==> src/rtl/cpu_run_pkg.sv <==
// Shared types and helpers for the MIPS core run controller.
package cpu_run_pkg;

  // Controller states; the encoding is fixed so it can be read back on chip.
  typedef enum logic [1:0] {
    ST_IDLE = 2'd0,
    ST_HOLD = 2'd1,
    ST_RUN  = 2'd2,
    ST_DONE = 2'd3
  } run_state_e;

  // Increment val by inc (0 or 1) while saturating at the all-ones value
  // of a width-bit counter. Works on a 64-bit carrier so any counter width
  // up to 64 can share it; callers truncate the result back.
  function automatic logic [63:0] sat_inc(input logic [63:0] val,
                                          input logic        inc,
                                          input int          width);
    logic [63:0] lim;
    if (width >= 64) begin
      lim = {64{1'b1}};
    end else begin
      lim = (64'd1 << width) - 64'd1;
    end
    if (!inc) begin
      sat_inc = val;
    end else if (val >= lim) begin
      sat_inc = lim;
    end else begin
      sat_inc = val + 64'd1;
    end
  endfunction

endpackage

==> src/rtl/cpu_run_if.sv <==
// Handshake and result bundle between a bench/host and the run controller.
interface cpu_run_if #(
  parameter int PC_W  = 32,
  parameter int CNT_W = 32
);
  logic             start;
  logic             abort;
  logic [PC_W-1:0]  pc;
  logic             instr_retire;
  logic             cpu_reset;
  logic             running;
  logic             done;
  logic             timeout;
  logic [PC_W-1:0]  halt_pc;
  logic [CNT_W-1:0] cycle_cnt;
  logic [CNT_W-1:0] instr_cnt;

  // Host side: issues requests, observes the core PC/retire and results.
  modport master (
    output start, abort, pc, instr_retire,
    input  cpu_reset, running, done, timeout, halt_pc, cycle_cnt, instr_cnt
  );

  // Controller side.
  modport slave (
    input  start, abort, pc, instr_retire,
    output cpu_reset, running, done, timeout, halt_pc, cycle_cnt, instr_cnt
  );
endinterface

==> src/rtl/cpu_halt_detect.sv <==
// Detects a halted core: the fetch PC stays unchanged for HALT_STALL
// consecutive RUN cycles. The first enabled cycle has no valid previous PC.
module cpu_halt_detect #(
  parameter int PC_W       = 32,
  parameter int HALT_STALL = 8
) (
  input  logic            clk,
  input  logic            reset,
  input  logic            en_i,
  input  logic [PC_W-1:0] pc_i,
  output logic            halt_o
);

  localparam int STALL_W = (HALT_STALL > 2) ? $clog2(HALT_STALL) : 1;
  localparam logic [STALL_W-1:0] STALL_LAST = STALL_W'(HALT_STALL - 1);

  logic [PC_W-1:0]    prev_pc_q, prev_pc_d;
  logic [STALL_W-1:0] stall_q, stall_d;
  logic               valid_q, valid_d;
  logic               same_s;

  // Track previous PC and the run of unchanged-PC cycles while enabled.
  always_comb begin
    prev_pc_d = prev_pc_q;
    stall_d   = stall_q;
    valid_d   = valid_q;
    same_s    = valid_q && (pc_i == prev_pc_q);
    if (en_i) begin
      prev_pc_d = pc_i;
      valid_d   = 1'b1;
      if (same_s) begin
        stall_d = (stall_q == STALL_LAST) ? stall_q : stall_q + STALL_W'(1);
      end else begin
        stall_d = '0;
      end
    end else begin
      valid_d = 1'b0;
      stall_d = '0;
    end
    halt_o = en_i && same_s && (stall_q == STALL_LAST);
  end

  // Detector state registers.
  always_ff @(posedge clk or negedge reset) begin
    if (!reset) begin
      prev_pc_q <= '0;
      stall_q   <= '0;
      valid_q   <= 1'b0;
    end else begin
      prev_pc_q <= prev_pc_d;
      stall_q   <= stall_d;
      valid_q   <= valid_d;
    end
  end

endmodule

==> src/rtl/cpu_run_ctrl.sv <==
// Run controller: holds the core in reset, runs it, counts cycles and
// retired instructions, and stops on halt, timeout or abort.
module cpu_run_ctrl
  import cpu_run_pkg::*;
#(
  parameter int RST_HOLD   = 4,
  parameter int PC_W       = 32,
  parameter int CNT_W      = 32,
  parameter int HALT_STALL = 8,
  parameter int MAX_CYCLES = 100000
) (
  input  logic     clk,
  input  logic     reset,
  cpu_run_if.slave run
);

  localparam int HOLD_W = (RST_HOLD > 1) ? $clog2(RST_HOLD) : 1;
  localparam logic [HOLD_W-1:0] HOLD_LOAD = HOLD_W'(RST_HOLD - 1);
  localparam logic [CNT_W-1:0]  MAX_C     = CNT_W'(MAX_CYCLES);

  run_state_e        state_q, state_d;
  logic [HOLD_W-1:0] hold_q, hold_d;
  logic [CNT_W-1:0]  cycle_q, cycle_d;
  logic [CNT_W-1:0]  instr_q, instr_d;
  logic              timeout_q, timeout_d;
  logic [PC_W-1:0]   halt_pc_q, halt_pc_d;
  logic              cpu_reset_q, running_q, done_q;
  logic              in_run_s;
  logic              halt_s;

  assign in_run_s = (state_q == ST_RUN);

  cpu_halt_detect #(
    .PC_W       (PC_W),
    .HALT_STALL (HALT_STALL)
  ) u_halt (
    .clk    (clk),
    .reset  (reset),
    .en_i   (in_run_s),
    .pc_i   (run.pc),
    .halt_o (halt_s)
  );

  // Next-state and result update; abort always wins over start.
  always_comb begin
    state_d   = state_q;
    hold_d    = hold_q;
    cycle_d   = cycle_q;
    instr_d   = instr_q;
    timeout_d = timeout_q;
    halt_pc_d = halt_pc_q;
    case (state_q)
      ST_IDLE, ST_DONE: begin
        if (run.abort) begin
          state_d = ST_IDLE;
        end else if (run.start) begin
          state_d   = ST_HOLD;
          hold_d    = HOLD_LOAD;
          cycle_d   = '0;
          instr_d   = '0;
          timeout_d = 1'b0;
          halt_pc_d = '0;
        end else begin
          state_d = state_q;
        end
      end
      ST_HOLD: begin
        if (run.abort) begin
          state_d = ST_IDLE;
        end else if (hold_q == '0) begin
          state_d = ST_RUN;
        end else begin
          hold_d = hold_q - HOLD_W'(1);
        end
      end
      ST_RUN: begin
        cycle_d = CNT_W'(sat_inc(64'(cycle_q), 1'b1, CNT_W));
        instr_d = CNT_W'(sat_inc(64'(instr_q), run.instr_retire, CNT_W));
        if (run.abort) begin
          state_d = ST_IDLE;
        end else if (halt_s) begin
          state_d   = ST_DONE;
          halt_pc_d = run.pc;
          timeout_d = 1'b0;
        end else if ((MAX_CYCLES != 0) && (cycle_d == MAX_C)) begin
          state_d   = ST_DONE;
          timeout_d = 1'b1;
        end else begin
          state_d = ST_RUN;
        end
      end
      default: begin
        state_d = ST_IDLE;
      end
    endcase
  end

  // State, counters and registered Moore outputs.
  always_ff @(posedge clk or negedge reset) begin
    if (!reset) begin
      state_q     <= ST_IDLE;
      hold_q      <= '0;
      cycle_q     <= '0;
      instr_q     <= '0;
      timeout_q   <= 1'b0;
      halt_pc_q   <= '0;
      cpu_reset_q <= 1'b1;
      running_q   <= 1'b0;
      done_q      <= 1'b0;
    end else begin
      state_q     <= state_d;
      hold_q      <= hold_d;
      cycle_q     <= cycle_d;
      instr_q     <= instr_d;
      timeout_q   <= timeout_d;
      halt_pc_q   <= halt_pc_d;
      cpu_reset_q <= (state_d != ST_RUN);
      running_q   <= (state_d == ST_RUN);
      done_q      <= (state_d == ST_DONE);
    end
  end

  assign run.cpu_reset = cpu_reset_q;
  assign run.running   = running_q;
  assign run.done      = done_q;
  assign run.timeout   = timeout_q;
  assign run.halt_pc   = halt_pc_q;
  assign run.cycle_cnt = cycle_q;
  assign run.instr_cnt = instr_q;

endmodule

==> src/flat_wrapper.sv <==
// flat-port wrapper written by rule: the top's interface ports become plain ports
module cpu_run_ctrl_flat import cpu_run_pkg::*;
#(
  parameter int RST_HOLD   = 4,
  parameter int PC_W       = 32,
  parameter int CNT_W      = 32,
  parameter int HALT_STALL = 8,
  parameter int MAX_CYCLES = 100000
)
  (clk, reset, run_start, run_abort, run_pc, run_instr_retire, run_cpu_reset, run_running, run_done, run_timeout, run_halt_pc, run_cycle_cnt, run_instr_cnt);
  cpu_run_if #(.PC_W(PC_W), .CNT_W(CNT_W)) run_i ();
  input  logic clk;
  input  logic reset;
  input wire logic [$bits(run_i.start)-1:0] run_start;
  input wire logic [$bits(run_i.abort)-1:0] run_abort;
  input wire logic [$bits(run_i.pc)-1:0] run_pc;
  input wire logic [$bits(run_i.instr_retire)-1:0] run_instr_retire;
  output wire logic [$bits(run_i.cpu_reset)-1:0] run_cpu_reset;
  output wire logic [$bits(run_i.running)-1:0] run_running;
  output wire logic [$bits(run_i.done)-1:0] run_done;
  output wire logic [$bits(run_i.timeout)-1:0] run_timeout;
  output wire logic [$bits(run_i.halt_pc)-1:0] run_halt_pc;
  output wire logic [$bits(run_i.cycle_cnt)-1:0] run_cycle_cnt;
  output wire logic [$bits(run_i.instr_cnt)-1:0] run_instr_cnt;
  assign run_i.start = run_start;
  assign run_i.abort = run_abort;
  assign run_i.pc = run_pc;
  assign run_i.instr_retire = run_instr_retire;
  assign run_cpu_reset = run_i.cpu_reset;
  assign run_running = run_i.running;
  assign run_done = run_i.done;
  assign run_timeout = run_i.timeout;
  assign run_halt_pc = run_i.halt_pc;
  assign run_cycle_cnt = run_i.cycle_cnt;
  assign run_instr_cnt = run_i.instr_cnt;
  cpu_run_ctrl #(.RST_HOLD(RST_HOLD), .PC_W(PC_W), .CNT_W(CNT_W), .HALT_STALL(HALT_STALL), .MAX_CYCLES(MAX_CYCLES)) u_core (.clk(clk), .reset(reset), .run(run_i));
endmodule
==> config.mk <==
export PLATFORM = sky130hd
export DESIGN_NAME = cpu_run_ctrl_flat
export DESIGN_NICKNAME = d
export VERILOG_FILES = /design/src/rtl/cpu_run_pkg.sv /design/src/rtl/cpu_run_if.sv /design/src/rtl/cpu_halt_detect.sv /design/src/rtl/cpu_run_ctrl.sv /design/src/flat_wrapper.sv
export SDC_FILE = /design/constraint.sdc
export NUM_CORES = 1
export LEC_CHECK = 0
export CAP_MARGIN = 40
export CORE_UTILIZATION = 50
export DETAILED_ROUTE_END_ITERATION = 10
export GPL_TIMING_DRIVEN = 0
export PLACE_DENSITY_LB_ADDON = 0.08
export SLEW_MARGIN = 20
export SYNTH_ARGS = -nofsm -noshare
export SYNTH_HDL_FRONTEND = slang
export SYNTH_SLANG_ARGS = --single-unit
export TNS_END_PERCENT = 50
==> constraint.sdc <==
create_clock -name clk -period 3.5 [get_ports clk]
set_input_delay 0.7 -clock clk [delete_from_list [all_inputs] [get_ports clk]]
set_output_delay 0.7 -clock clk [all_outputs]
set_load 0.02 [all_outputs]
After elaboration in Yosys (flattened, before gate mapping)

Cells that the tools add are included.

Register bits after elaboration: 140
Bits of input ports: 37
Output and inout port bits: 100
Logic and storage cells: 84

$add $sub $neg: 4
Order comparisons: 2
Equal/unequal tests: 18
Mux-type cells: 35
Reduce and logical (&&, ||, !) cells: 13

Operator list:

| kind                                                                    | number |
|---|---|
| 32-bit 2-to-1 mux                                                       | 8 |
| 32-bit one-hot mux with 2 select lines                                  | 3 |
| 32-bit by 64-bit greater-or-equal comparator with 1-bit output          | 2 |
| 32-bit by 1-bit adder with 32-bit output, second input constant         | 2 |
| 64-bit 2-to-1 mux                                                       | 1 |
| 32-bit by 17-bit equality test with 1-bit output, second input constant | 1 |
| 32-bit equality test                                                    | 1 |
| 2-bit 2-to-1 mux                                                        | 10 |
| 5-bit AND reduction                                                     | 3 |
| 2-bit != test, second input constant                                    | 7 |
| 3-bit 2-to-1 mux                                                        | 3 |
| 2-bit equality test, second input constant                              | 4 |
| 1-bit 2-to-1 mux                                                        | 7 |
| 2-bit one-hot mux with 3 select lines                                   | 1 |
| 2-bit zero test                                                         | 2 |
| 2-bit one-hot mux with 2 select lines                                   | 1 |
| 4-bit AND reduction                                                     | 1 |
| 2-bit nonzero test                                                      | 2 |
| 3-bit by 1-bit adder with 3-bit output, second input constant           | 1 |
| 3-bit equality test, second input constant                              | 1 |
| 1-bit logical AND                                                       | 3 |
| 3-bit by 1-bit != test with 1-bit output, second input constant         | 1 |
| 3-bit != test, second input constant                                    | 1 |
| 3-bit AND reduction                                                     | 1 |
| 5 further kinds                                                         | 5 |

Longest topological paths before layout

Depth in word-level cells: 11
Gate-level depth with buffers: 12
Depth with buffers taken out: 9

Hierarchy

Synthesis repeated with hierarchy kept, for this count alone.

Cells, all modules: 808
Area, all modules: 7628.6 um^2

Modules (own cells, without submodules):

| module          | instances | cells each | area an instance (um^2) | seq. area each (um^2) |
|---|---|---|---|---|
| cpu_run_ctrl    | 1         | 678        | 5890.6                  | 2603.7 |
| cpu_halt_detect | 1         | 130        | 1737.9                  | 900.9 |

Least setup slack after synthesis

No wires, ideal clock.

Kind: register to register
Start point: reg u_core.cycle_q[1] (netlist: u_core.run.cycle_cnt[1])
End point: reg u_core.running_q (netlist: u_core.run.running)
Library setup time: 124 ps
Data arrival time: 3078 ps
Data required time: 3376 ps
Setup slack: 299 ps
Cell stages (with the launch flop): 11
Path buffers: 2
Period minus slack after synthesis: 3201 ps
Path through: dfrtp_1 > ha_1 > buf_2 > nand4_4 > or3_1 > buf_2 > nor4_4 > mux2_1 > a2111oi_2 > a41oi_1 > a211o_1

Word-level cells in the longest chain between the ends: 9
Elaborated cells on any way between the ends: 10
Classes of those cells: 1 x add/sub; 1 x order compare; 2 x eq/ne; 6 x mux

Ends and longest elaborated chain:

| what                                                                                                                              | RTL line                             | RTL |
|---|---|---|
| from (decl)                                                                                                                       | cpu_run_ctrl.sv:23                   | `logic [CNT_W-1:0] cycle_q, cycle_d;` |
| from (signal assigned)                                                                                                            | cpu_run_ctrl.sv:113                  | `cycle_q <= cycle_d;` |
| 32-bit by 64-bit greater-or-equal comparator with 1-bit output / 32-bit by 1-bit adder with 32-bit output (equally long branches) | cpu_run_pkg.sv:26, cpu_run_pkg.sv:29 |  |
| 32-bit 2-to-1 mux *                                                                                                               | cpu_run_pkg.sv:26                    | `end else if (val >= lim) begin` |
| 32-bit 2-to-1 mux *                                                                                                               | cpu_run_ctrl.sv:52                   | `case (state_q)` |
| 32-bit by 17-bit equality test with 1-bit output *                                                                                | cpu_run_ctrl.sv:85                   | `end else if ((MAX_CYCLES != 0) && (cycle_d == MAX_C)) begin` |
| 1-bit 2-to-1 mux *                                                                                                                | cpu_run_ctrl.sv:85                   |  |
| 2-bit 2-to-1 mux *                                                                                                                | cpu_run_ctrl.sv:81                   | `end else if (halt_s) begin` |
| 2-bit 2-to-1 mux *                                                                                                                | cpu_run_ctrl.sv:79                   | `if (run.abort) begin` |
| 2-bit one-hot mux with 3 select lines *                                                                                           | cpu_run_ctrl.sv:52                   |  |
| 2-bit equality test *                                                                                                             | cpu_run_ctrl.sv:118                  | `running_q <= (state_d == ST_RUN);` |
| to (signal assigned)                                                                                                              | cpu_run_ctrl.sv:118                  |  |
| to (decl)                                                                                                                         | cpu_run_ctrl.sv:27                   | `logic cpu_reset_q, running_q, done_q;` |

Every way passes the cells marked *; elsewhere a longest branch is shown, timed or not. The select of a mux whose other input is x is not followed.
A chain may end at the register's enable or synchronous reset.

Final worst setup path

Same ends and word-level chain as after synthesis.

==> metrics <==
Maximum Capacitance Violations=0; source of the critical timing path=u_core.run.cycle_cnt[1]; kind of critical path=reg -> reg; clock net sink count=140; CP cell instances=ha_1 -> clkbuf_4 -> nand4_4 -> or3_1 -> buf_2 -> nor4_4 -> mux2_2 -> a2111oi_4 -> a41oi_1 -> a211o_1; Levels on crit path=10; flop-to-flop setup slack=~170 ps; startpoint of the worst-slack reg-to-reg timing path=u_core.run.cycle_cnt[1]; most numerous cell in the Yosys netlist=sky130_fd_sc_hd__o21ai_0; Detail Route Antenna Nets=0; total number of H-tree levels=4; flip-flop cell with the highest count after synthesis=sky130_fd_sc_hd__dfrtp_1; number of design rule violations left after detail routing=0; outcome=completed; top-area cell type share of the netlist area=around 43%; Initial Utilization=approximately half; proportion of synthesized flip-flops having asynchronous set or reset=100%; worst hold-check slack=202 ps; Reg clk slew, reported paths=around 70 ps; cell with the largest stage delay on the worst path=sky130_fd_sc_hd__dfrtp_2; total number of vias=slightly below 8000; floorplan die area=~17000 um2; ranking of synthesized cells by instance count=sky130_fd_sc_hd__o21ai_0, sky130_fd_sc_hd__dfrtp_1, sky130_fd_sc_hd__nand2_1; Leak Pwr=~4.4 nW; Setup violations, final=0; area delta synth->final=28.5%; number of buffers between clock root and the deepest sink=2; later-pin clock latency in the skew report=440 ps; worst slack, placed=-37.8 ps; number of cells traversed by the worst register-to-register path=10; maximum clock skew at final layout=between 10 and 15 ps; Cell variety after synth=69; final net count=~1200; number of antenna violations at the first check in global routing=0; final hold violation count=0; root buffer selected by CTS=sky130_fd_sc_hd__clkbuf_16; CP top delay family=simple AND/OR/NAND/NOR gates; TritonCTS clock tree=built; transition time at the pin with the least slew margin=around 860 ps; largest fanout on the critical path=10; capture instance of the worst register-to-register path=u_core.run.running; count of input and output buffers=between 100 and 150; per-cell routed wire length=17.4 um; final number of max-transition violations=0; CP Data Required Time=around 3800 ps; standard-cell row count=46; crit-path max cell delay=430 ps; DRT iter0 DRCs=approximately 760; RD Place Congestion=around 0.94; Core Footprint=around 16000 um2; critical path startpoint category=register; fmax=around 300 MHz; Post-synth EDFFs=0; Inserted Diodes=0; Tightest Hold Check Type=in -> async; 1st-pass router iterations=5; destination of the critical timing path=u_core.run.running; cell accounting for the most synthesized area=sky130_fd_sc_hd__dfrtp_1; total CTS buffers=17; syn nets=just under 1000; DIE WIDTH=about 130 um; number of storage elements in the synthesis netlist=140; headroom to the max-slew limit=42.3%; sequential area share after synthesis=43.1%; maximum number of pins on one net before global-route repair=75; wire length of the first global-routing pass=around 37000 um; synth top area cells=sky130_fd_sc_hd__dfrtp_1, sky130_fd_sc_hd__o21ai_0, sky130_fd_sc_hd__mux2_2; HPWL after detailed placement=about 16000 um; power per standard cell area=413 nW/um2; final standard cell utilization of the core=between 60 and 70%; all-layer global routing usage=28.6%; minimum setup slack in the final design=roughly 170 ps; maximum resistive drop on vdd=approximately 0.00034 V; Multi-input gate area=4140 um2; wire length after detailed routing=23200 um; crit share post-route=~95%; via count of the first global-routing pass=between 7000 and 8000; number of filler instances in the final layout=1381; minimum clock period=3330 ps; Crit path arrival time=3640 ps; number of placed I/O pins=137; mean instance size in the synthesized netlist=between 8 and 9 um2; Critical Path Sink Type=register; crit path buf inv count=2; synthesized cell area=approximately 8100 um2; Overflow after GRT=0; area of all sequential standard cells=around 3500 um2; yosys warns=0; share of post-route cells with drive strength above 1=10.1%; Post-Synthesis Cells=roughly 950; vertical die dimension=between 100 and 150 um; per-cell via count in the routed design=between 5 and 6
-- worst min path at each step --
stage                     slack, ps                           to  cells past startpoint                         from
after global placement          510   u_core.u_halt.prev_pc_q[8]                      1   u_core.u_halt.prev_pc_q[8]
after CTS                       220        u_core.run.halt_pc[4]                      1                        reset
after detailed placement        520  u_core.u_halt.prev_pc_q[24]                      1  u_core.u_halt.prev_pc_q[24]
after global routing            250        u_core.run.halt_pc[4]                      1                        reset
final                           200        u_core.run.halt_pc[4]                      1                        reset
after floorplan                 400             u_core.hold_q[0]                      0                        reset
-- cells in the final DEF (no fill, tap or decap), types with 6 or more instances in the layout --
master	Yosys	routed
sky130_fd_sc_hd__nand4_1	19	19
sky130_fd_sc_hd__nand3_1	59	59
sky130_fd_sc_hd__a31oi_1	19	19
sky130_fd_sc_hd__a41oi_1	6	6
sky130_fd_sc_hd__buf_4	1	6
sky130_fd_sc_hd__and3_1	15	15
sky130_fd_sc_hd__mux2_2	33	34
sky130_fd_sc_hd__xor2_1	33	33
sky130_fd_sc_hd__nor4_1	22	22
sky130_fd_sc_hd__mux2i_1	8	8
sky130_fd_sc_hd__a21oi_1	47	47
sky130_fd_sc_hd__inv_1	69	69
sky130_fd_sc_hd__and2_1	8	8
sky130_fd_sc_hd__nor3_1	18	18
sky130_fd_sc_hd__nand2b_1	6	6
sky130_fd_sc_hd__nor2_1	71	71
sky130_fd_sc_hd__buf_2	16	15
sky130_fd_sc_hd__clkbuf_1	35	35
sky130_fd_sc_hd__clkdlybuf4s50_1	0	135
sky130_fd_sc_hd__o21ai_0	141	141
sky130_fd_sc_hd__or4_1	7	7
sky130_fd_sc_hd__ha_1	7	7
sky130_fd_sc_hd__clkbuf_16	0	17
sky130_fd_sc_hd__nand2_1	78	78
sky130_fd_sc_hd__dfrtp_1	139	137
-- what timing repair did --
item,in CTS,in global routing
endpoints found under the hold margin,0,0
gates resized for setup,2,3
endpoints found under the setup margin,1,5
setup buffers,0,5
gates cloned,0,0
hold buffers,0,0
-- routing by layer --
layer	global-route usage, %	share of wire (%)	vias up
met5	0	0	-
met4	9.44	1.9	0
met3	4.83	7.0	48
met2	42.9	45	337
met1	42.0	46	3744
li1	-	-	3712
-- area by class of cell --
cell class | count | area share, %
Timing Repair Buffer | 142 | 13.7
Clock buffer | 18 | 4.21
Clock inverter | 14 | 1.47
Tap cell | 216 | 2.59
Inverter | 69 | 2.48
Sequential cell | 140 | 33.6
Buffer | 55 | 2.25
Multi-Input combinational cell | 682 | 39.7
-- logic make-up (layout without fill, tap and decap cells) --
kind of cell / count (synthesis) / count (layout) / share of synthesized area (%)
and+or+nand+nor: 344 / 344 / 22.4
muxes: 42 / 42 / 5.70
DFF: 140 / 140 / 43.1
buffers and inverters: 124 / 298 / 6.05
adders and majority gates: 7 / 7 / 1.08
xor gates and xnor gates: 35 / 35 / 3.77
AOI/OAI and AO/OA: 254 / 254 / 17.9
-- where the power goes --
| group | switching, W | internal (W) |
|---|---|---|
| Sequential | 0.000102 | 0.00177 |
| Clock | 0.000792 | 0.00102 |
| Combinational | 0.000342 | 0.000278 |
| Total | 0.00124 | 0.00307 |
-- through the flow --
step	total power [W]	area (um2)	cells	setup TNS, ps
2_1_floorplan	0.00226	8130	946	0
3_3_place_gp	0.00248	9760	1298	-558490
3_5_place_dp	0.00251	9790	1299	-274
4_1_cts	0.00433	10400	1331	0
5_1_grt	0.00447	10400	1336	-5.29
6_report	0.00431	10400	1336	0
-- flip-flops by register name, summed over array words and instances (netlist names), 2 cells and up --
signal,cells
u_core.state_q,2
u_core.run.halt_pc,32
u_core.u_halt.stall_q,3
u_core.hold_q,2
u_core.run.cycle_cnt,32
u_core.run.instr_cnt,32
u_core.u_halt.prev_pc_q,32
(Power assumes the default switching activity.)
